### src/rtl/bp_mem_trace_initiator.sv
// Trace-ROM driven requester for the CCE-to-memory command interface: issues writes and
// checked reads from ROM entries. Optional watchdog: define BP_MEM_TRACE_INITIATOR_TIMEOUT_EN.
module bp_mem_trace_initiator #(
    parameter int paddr_width_p              = 22,
    parameter int num_lce_p                  = 1,
    parameter int lce_assoc_p                = 8,
    parameter int cce_block_size_in_bytes_p  = 64,
    parameter int rom_addr_width_p           = 8,
    parameter int timeout_cycles_p           = 1024,
    localparam int block_bits_lp             = 8 * cce_block_size_in_bytes_p,
    localparam int lce_id_width_lp           = (num_lce_p > 1) ? $clog2(num_lce_p) : 1,
    localparam int way_id_width_lp           = (lce_assoc_p > 1) ? $clog2(lce_assoc_p) : 1,
    localparam int msg_type_width_lp         = 2,
    localparam int hdr_width_lp              = msg_type_width_lp + paddr_width_p
                                               + lce_id_width_lp + way_id_width_lp,
    localparam int rom_data_width_lp         = 4 + paddr_width_p + block_bits_lp,
    localparam int mem_cmd_width_lp          = hdr_width_lp,
    localparam int mem_data_cmd_width_lp     = hdr_width_lp + block_bits_lp,
    localparam int mem_resp_width_lp         = hdr_width_lp,
    localparam int mem_data_resp_width_lp    = hdr_width_lp + block_bits_lp
) (
    input  logic                              clk_i,
    input  logic                              reset_i,

    output logic [rom_addr_width_p-1:0]       rom_addr_o,
    input  logic [rom_data_width_lp-1:0]      rom_data_i,

    output logic [mem_cmd_width_lp-1:0]       mem_cmd_o,
    output logic                              mem_cmd_v_o,
    input  logic                              mem_cmd_yumi_i,

    output logic [mem_data_cmd_width_lp-1:0]  mem_data_cmd_o,
    output logic                              mem_data_cmd_v_o,
    input  logic                              mem_data_cmd_yumi_i,

    input  logic [mem_resp_width_lp-1:0]      mem_resp_i,
    input  logic                              mem_resp_v_i,
    output logic                              mem_resp_ready_o,

    input  logic [mem_data_resp_width_lp-1:0] mem_data_resp_i,
    input  logic                              mem_data_resp_v_i,
    output logic                              mem_data_resp_ready_o,

    output logic                              done_o,
    output logic                              error_o,
    output logic [31:0]                       ops_cnt_o
);

    // Message layout, MSB first: {msg_type, addr, lce_id, way_id[, data]}; data sits in the LSBs.
    localparam int payload_width_lp = lce_id_width_lp + way_id_width_lp;

    localparam logic [2:0] s_fetch    = 3'd0;
    localparam logic [2:0] s_issue_rd = 3'd1;
    localparam logic [2:0] s_issue_wr = 3'd2;
    localparam logic [2:0] s_wait_rd  = 3'd3;
    localparam logic [2:0] s_wait_wr  = 3'd4;
    localparam logic [2:0] s_done     = 3'd5;

    localparam logic [3:0] op_nop    = 4'h0;
    localparam logic [3:0] op_write  = 4'h1;
    localparam logic [3:0] op_read   = 4'h2;
    localparam logic [3:0] op_finish = 4'h3;

    localparam logic [msg_type_width_lp-1:0] msg_rd = 2'd0;
    localparam logic [msg_type_width_lp-1:0] msg_wb = 2'd1;

    logic [2:0]                  state_q, state_d;
    logic [rom_addr_width_p-1:0] rom_addr_q, rom_addr_d;
    logic [paddr_width_p-1:0]    addr_q, addr_d;
    logic [block_bits_lp-1:0]    data_q, data_d;
    logic                        done_q, done_d;
    logic                        error_q, error_d;
    logic [31:0]                 ops_cnt_q, ops_cnt_d;

    logic [3:0]                  rom_op;
    logic [paddr_width_p-1:0]    rom_paddr;
    logic [block_bits_lp-1:0]    rom_block;
    logic [block_bits_lp-1:0]    resp_data;
    logic                        op_complete;
    logic                        abort;
    logic                        wd_expired;

    assign {rom_op, rom_paddr, rom_block} = rom_data_i;
    assign resp_data = mem_data_resp_i[block_bits_lp-1:0];

`ifdef BP_MEM_TRACE_INITIATOR_TIMEOUT_EN
    localparam int wd_width_lp = $clog2(timeout_cycles_p + 1);

    logic [wd_width_lp-1:0] wd_cnt_q, wd_cnt_d;

    // Any state change restarts the count, so ISSUE and WAIT each get a fresh budget.
    always_comb begin
        wd_cnt_d = (state_d != state_q) ? '0 : wd_cnt_q + wd_width_lp'(1);
    end

    always_ff @(posedge clk_i) begin
        if (reset_i) begin
            wd_cnt_q <= '0;
        end else begin
            wd_cnt_q <= wd_cnt_d;
        end
    end

    assign wd_expired = (wd_cnt_q == wd_width_lp'(timeout_cycles_p - 1));
`else
    logic unused_timeout;

    assign wd_expired     = 1'b0;
    assign unused_timeout = (timeout_cycles_p == 0);
`endif

    always_comb begin
        state_d     = state_q;
        rom_addr_d  = rom_addr_q;
        addr_d      = addr_q;
        data_d      = data_q;
        done_d      = done_q;
        error_d     = error_q;
        ops_cnt_d   = ops_cnt_q;
        op_complete = 1'b0;
        abort       = 1'b0;

        unique case (state_q)
            s_fetch: begin
                case (rom_op)
                    op_nop: rom_addr_d = rom_addr_q + rom_addr_width_p'(1);
                    op_write: begin
                        addr_d  = rom_paddr;
                        data_d  = rom_block;
                        state_d = s_issue_wr;
                    end
                    op_read: begin
                        addr_d  = rom_paddr;
                        data_d  = rom_block;
                        state_d = s_issue_rd;
                    end
                    op_finish: begin
                        done_d  = 1'b1;
                        state_d = s_done;
                    end
                    default: abort = 1'b1;
                endcase
            end
            s_issue_rd: begin
                if (mem_cmd_yumi_i) begin
                    state_d = s_wait_rd;
                end else if (wd_expired) begin
                    abort = 1'b1;
                end
            end
            s_issue_wr: begin
                if (mem_data_cmd_yumi_i) begin
                    state_d = s_wait_wr;
                end else if (wd_expired) begin
                    abort = 1'b1;
                end
            end
            s_wait_wr: begin
                if (mem_resp_v_i) begin
                    op_complete = 1'b1;
                end else if (wd_expired) begin
                    abort = 1'b1;
                end
            end
            s_wait_rd: begin
                if (mem_data_resp_v_i) begin
                    if (resp_data == data_q) begin
                        op_complete = 1'b1;
                    end else begin
                        abort = 1'b1;
                    end
                end else if (wd_expired) begin
                    abort = 1'b1;
                end
            end
            s_done: begin
            end
            default: abort = 1'b1;
        endcase

        if (op_complete) begin
            rom_addr_d = rom_addr_q + rom_addr_width_p'(1);
            state_d    = s_fetch;
            if (ops_cnt_q != '1) begin
                ops_cnt_d = ops_cnt_q + 32'd1;
            end
        end

        if (abort) begin
            error_d = 1'b1;
            done_d  = 1'b1;
            state_d = s_done;
        end
    end

    always_ff @(posedge clk_i) begin
        if (reset_i) begin
            state_q    <= s_fetch;
            rom_addr_q <= '0;
            done_q     <= 1'b0;
            error_q    <= 1'b0;
            ops_cnt_q  <= '0;
        end else begin
            state_q    <= state_d;
            rom_addr_q <= rom_addr_d;
            done_q     <= done_d;
            error_q    <= error_d;
            ops_cnt_q  <= ops_cnt_d;
        end
    end

    // Operand latches only matter while a command is outstanding, so they carry no reset.
    always_ff @(posedge clk_i) begin
        addr_q <= addr_d;
        data_q <= data_d;
    end

    assign rom_addr_o            = rom_addr_q;
    assign mem_cmd_v_o           = (state_q == s_issue_rd);
    assign mem_data_cmd_v_o      = (state_q == s_issue_wr);
    assign mem_resp_ready_o      = (state_q == s_wait_wr);
    assign mem_data_resp_ready_o = (state_q == s_wait_rd);
    assign mem_cmd_o             = {msg_rd, addr_q, payload_width_lp'(0)};
    assign mem_data_cmd_o        = {msg_wb, addr_q, payload_width_lp'(0), data_q};
    assign done_o                = done_q;
    assign error_o               = error_q;
    assign ops_cnt_o             = ops_cnt_q;

    logic unused_inputs;

    assign unused_inputs = ^{mem_resp_i, mem_data_resp_i[mem_data_resp_width_lp-1:block_bits_lp]};

endmodule

### config.mk
export PLATFORM = sky130hd
export DESIGN_NAME = bp_mem_trace_initiator
export DESIGN_NICKNAME = d
export VERILOG_FILES = /design/src/rtl/bp_mem_trace_initiator.sv
export SDC_FILE = /design/constraint.sdc
export NUM_CORES = 1
export LEC_CHECK = 0
export CAP_MARGIN = 20
export CORE_AREA = 2 2 676 678
export DETAILED_ROUTE_END_ITERATION = 6
export DIE_AREA = 0 0 678 680
export DONT_BUFFER_PORTS = 1
export GPL_ROUTABILITY_DRIVEN = 0
export PLACE_DENSITY = 0.3
export RECOVER_POWER = 25
export SYNTH_ARGS = -nofsm -noshare
export SYNTH_HDL_FRONTEND = slang
export SYNTH_SLANG_ARGS = --single-unit
### constraint.sdc
create_clock -name clk_i -period 39.5 [get_ports clk_i]
set_clock_uncertainty 0.05 [all_clocks]
set_input_delay 3.95 -clock clk_i [delete_from_list [all_inputs] [get_ports clk_i]]
set_output_delay 3.95 -clock clk_i [all_outputs]
set_load 0.01 [all_outputs]
-- Yosys cells after proc, flatten, opt, wreduce, memory -nomap -nowiden
Index checks and enable logic that the tools add are counted.
- muxes and demuxes: 20
- reductions and logical operators: 18
- eq/ne operators: 16
- add/sub/neg operators: 2
- operators by type and width (cell ; number):
    == test 512 bit ; 1
    adder 32 x 1 -> 32 bit (second input constant) ; 1
    inequality test 32 bit (second input constant) ; 1
    two-way mux 8 bit ; 3
    case mux 3 bit (3 select lines) ; 2
    two-way mux 3 bit ; 4
    two-way mux 1 bit ; 9
    adder 8 x 1 -> 8 bit (second input constant) ; 1
    == test 4 x 2 -> 1 bit (second input constant) ; 2
    inequality test 4 x 1 -> 1 bit (second input constant) ; 2
    AND reduction 2 bit ; 4
    AND reduction 4 bit ; 2
    nonzero test 2 bit ; 4
    OR reduction 4 bit ; 2
    == test 3 x 2 -> 1 bit (second input constant) ; 2
    == test 3 bit (second input constant) ; 2
    inequality test 6 bit (second input constant) ; 1
    nonzero test 5 bit ; 1
    == test 4 x 1 -> 1 bit (second input constant) ; 1
    zero test 4 bit ; 1
    inequality test 2 x 1 -> 1 bit (second input constant) ; 2
    inequality test 4 bit (second input constant) ; 1
    == test 3 x 1 -> 1 bit (second input constant) ; 1
    zero test 3 bit ; 1
    other kinds (5) ; 5
- input port bits: 1112
- output and inout port bits: 614
- bits in registers: 579

-- Logic depth before layout (Yosys ltp)
- depth in word-level cells: 6
- depth in mapped cells: 11

-- Least setup slack after synthesis
Ideal clock, no wire load.
- kind: input to register
- from: in rom_data_i[537]
- to: reg addr_q[0], enable pin
- arrival: 26223 ps
- path buffers: 0
- cell stages on the path: 3
- path slack: 11785 ps
- cell sequence: nor2_1 nand2_1 nor2_1
- longest elaborated chain between the ends: 3
- elaborated cells between the ends (all ways): 4
- those cells by class: eq/ne: 2; reduce/logical: 2
- RTL lines (item ; RTL line ; text):
    start: declaration ; 26 ; input logic [rom_data_width_lp-1:0] rom_data_i,
    == test 4 x 2 -> 1 bit or == test 4 x 1 -> 1 bit (tied branches) ; 125 ; case (rom_op)
    OR reduction 2 bit (no source line) * ; -- ;
    AND reduction 2 bit (no source line) * ; -- ;
    end signal: assignment ; 214 ; addr_q <= addr_d;
    end: declaration ; 69 ; logic [paddr_width_p-1:0] addr_q, addr_d;
Every way passes the cells marked *; elsewhere a longest branch is shown, timed or not.
A chain may end at the register's enable or synchronous reset.

-- Final worst setup path
- from: in mem_data_resp_i[494]
- to: reg ops_cnt_q[31] (netlist: ops_cnt_o[31])
- longest elaborated chain between the ends: 5
- RTL lines (item ; RTL line ; text):
    start: declaration ; 40 ; input logic [mem_data_resp_width_lp-1:0] mem_data_resp_i,
    == test 512 bit ; 167 ; if (resp_data == data_q) begin
    two-way mux 1 bit ; 167 ;
    two-way mux 1 bit ; 166 ; if (mem_data_resp_v_i) begin
    case mux 1 bit (2 select lines) ; 123 ; unique case (state_q)
    AND reduction 2 bit (no source line) ; -- ;
    end signal: assignment ; 208 ; ops_cnt_q <= ops_cnt_d;
    end: declaration ; 73 ; logic [31:0] ops_cnt_q, ops_cnt_d;
Every way passes these cells.

==> results.ini <==
[routing]
drtAntennaViolNets = 1
remaining_drc_errors = 0
first_pass_iters = 5
drt_iter0_drc = 2269
routed_wl_um = 312000
via_count = 18000
routed_via_density = 2.29
drt-wirelength-per-cell_um = 39.5

[final_layout]
multi_input_area_um2 = 7090
final_cells = 7882
final_cell_mix = edfxtp_1, xor2_1, nor4_1
final_util = 0.0778
fill_cells = 52500
finalNetCount = 2734
finalInstanceArea_um2 = 35400
area_delta_synth_final_pct = 45.9
drive_gt1_frac = 0.123
regArea_um2 = 16900
final_common_cell = edfxtp_1

[synthesis]
yosysWarnings = 0
ys_ff_latch = 579
synthDistinctLibCells = 55
syn_area_um2 = 24200
yosysSeqAreaShare = 0.699
syn_inst = 1535
syn_avg_cell_area_um2 = 15.8

[die]
chipHeight_um = 680
initial_core_util = 0.0533
rows = 248
io_pins = 1726
die_w_um = 678
dieArea_um2 = 461000
core_um2 = 454000

[global_route]
overflow = 0
grt_max_degree = 77
grt_pass1_vias = 15900
antenna_found_initial = 436
track_usage = 0.129
grt_pass1_wl_um = 346000

[min_path]
min_path_type = flop to flop

[setup_path]
cp-end-kind = flop
crit_fanout = 19
required_ns = 40.13
startpoint_type = input pin
arrival_ns = 9.26
criticalPathCategory = input pin to flop

[sta]
hold_viol = 0
tightestPinTransition_ns = 1.31
fin_ws_ns = 30.87
rsz0062_at_grt = false
finalSetupViolCount = 0
final.period_utilization = 0.218
relSlewSlack = 0.121
maxSlewViolCount = 0
min_period_ns = 8.63
fmax_ghz = 0.116
holdWs_ns = 0.479
final.setup.tns_ns = 0

[placed_design]
postPlaceCellArea_um2 = 31800
dp_cells = 7525
dp_hpwl_um = 284000
io_buffers = 0
place_ws_ns = 29.60

[clock_tree]
cts-root-buf = clkbuf_16
cts_tree = yes
ctsHtreeMaxLevel = 3
clk_transition_reported_paths_ns = 0.05
clockBufferDepth = 4
clk_latency_ns = 0.84
cts_setup_buffers = 0
cts_inserted_buffers = 93
holdBufCountCts = 0
cts.repair.resized = 0
cts_sinks = 579

[power]
p_per_area_nw_per_um2 = 49.8
power_mw = 1.76
peakVddDrop_v = 0.0000296
p_leak_nw = 9.69

[job]
cap_viol_max_count = 0

[status]
status = finished, violations left
violations = antenna violations

## sequential cells by signal, summed over array words and instances (netlist names)
name,count
data_q,512
ops_cnt_o,32
addr_q,22
rom_addr_o,8
state_q,3
done_o,1
error_o,1
## critical path: stages
cell,delay (ns)
xor2_1,0.21
nor4_1,1.02
nand4_1,0.71
nor4_2,0.59
buf_4,0.25
nand4_1,0.53
o31ai_4,0.58
buf_4,0.31
nand2_2,0.30
nor4_1,0.37
mux2_1,0.35
## report_power, final
part	switching (mW)	total, mW	leakage (nW)	internal (mW)
registers	0.0780	0.790	5.21	0.712
logic	0.0632	0.0929	2.97	0.0298
clock network	0.372	0.877	1.50	0.505
## Yosys cell counts (all sizes together)
| cell type | instances | share of area |
|---|---|---|
| a21bo | 2 | 0.00083 |
| a21o | 1 | 0.00031 |
| a21oi | 15 | 0.0031 |
| a31o | 1 | 0.00036 |
| a31oi | 1 | 0.00026 |
| and2 | 4 | 0.0011 |
| and3 | 14 | 0.0037 |
| and4 | 6 | 0.0023 |
| buf | 38 | 0.012 |
| clkbuf | 8 | 0.0012 |
| conb | 2 | 0.00031 |
| dfxtp | 45 | 0.037 |
| dlygate4sd1 | 2 | 0.00072 |
| edfxtp | 534 | 0.66 |
| ha | 2 | 0.0010 |
| inv | 4 | 0.00062 |
| mux2 | 10 | 0.0046 |
| mux2i | 2 | 0.00083 |
| nand2 | 22 | 0.0035 |
| nand2b | 3 | 0.00077 |
| nand3 | 15 | 0.0035 |
| nand3b | 4 | 0.0012 |
| nand4 | 38 | 0.0098 |
| nand4b | 2 | 0.00072 |
| nor2 | 43 | 0.0068 |
| nor2b | 15 | 0.0039 |
| nor3 | 4 | 0.00083 |
| nor4 | 144 | 0.037 |
| nor4b | 1 | 0.00036 |
| o2111ai | 2 | 0.00072 |
| o21ai | 7 | 0.0014 |
| o21ba | 1 | 0.00041 |
| o21bai | 1 | 0.00031 |
| o221a | 1 | 0.00046 |
| o22ai | 1 | 0.00026 |
| o31a | 1 | 0.00041 |
| o31ai | 2 | 0.0012 |
| o41ai | 1 | 0.00036 |
| or2 | 1 | 0.00026 |
| or3 | 2 | 0.00052 |
| or4 | 1 | 0.00031 |
| xnor2 | 9 | 0.0033 |
| xor2 | 523 | 0.19 |
## layer usage
layer  routed length (um)  GRT usage  vias to the layer above  part of all wire
met3                63000      0.119                      969              0.20
met2               137000      0.203                     2124              0.44
met4                11300     0.0344                      324             0.036
met5                 2260          0                        -            0.0072
met1                97800      0.123                     8545              0.31
li1                     -          -                     6075                 -
## path summary, 6_finish.rpt
path / from / endpoint / slack (ns) / cells after the start
worst max register to register: data_q[494] / ops_cnt_o[31] / 33.32 / 11
worst min register to register: error_o / error_o / 0.48 / 2
worst max-delay path: mem_data_resp_i[494] / ops_cnt_o[31] / 30.87 / 11
worst min-delay path: error_o / error_o / 0.48 / 2
## cells by family (layout without fill, tap and decap cells)
kind of cell,after synthesis,in the layout,share of synthesized area
compound gates,37,37,0.0104
xor+xnor,532,532,0.192
fa+ha+maj,2,2,0.00103
buf+inv,52,199,0.0145
flops,579,579,0.699
mux,12,12,0.00547
other cells,2,202,0.000310
simple gates,319,319,0.0770
## area by class of cell
type,instances,share of cell area
antenna,190,0.0134
multi-input combinational,914,0.201
clock inverter,56,0.0181
clock buffer,111,0.0698
timing repair buffer,28,0.00630
tap,6000,0.212
inverter,4,0.000425
sequential,579,0.479
(Power assumes the default switching activity.)
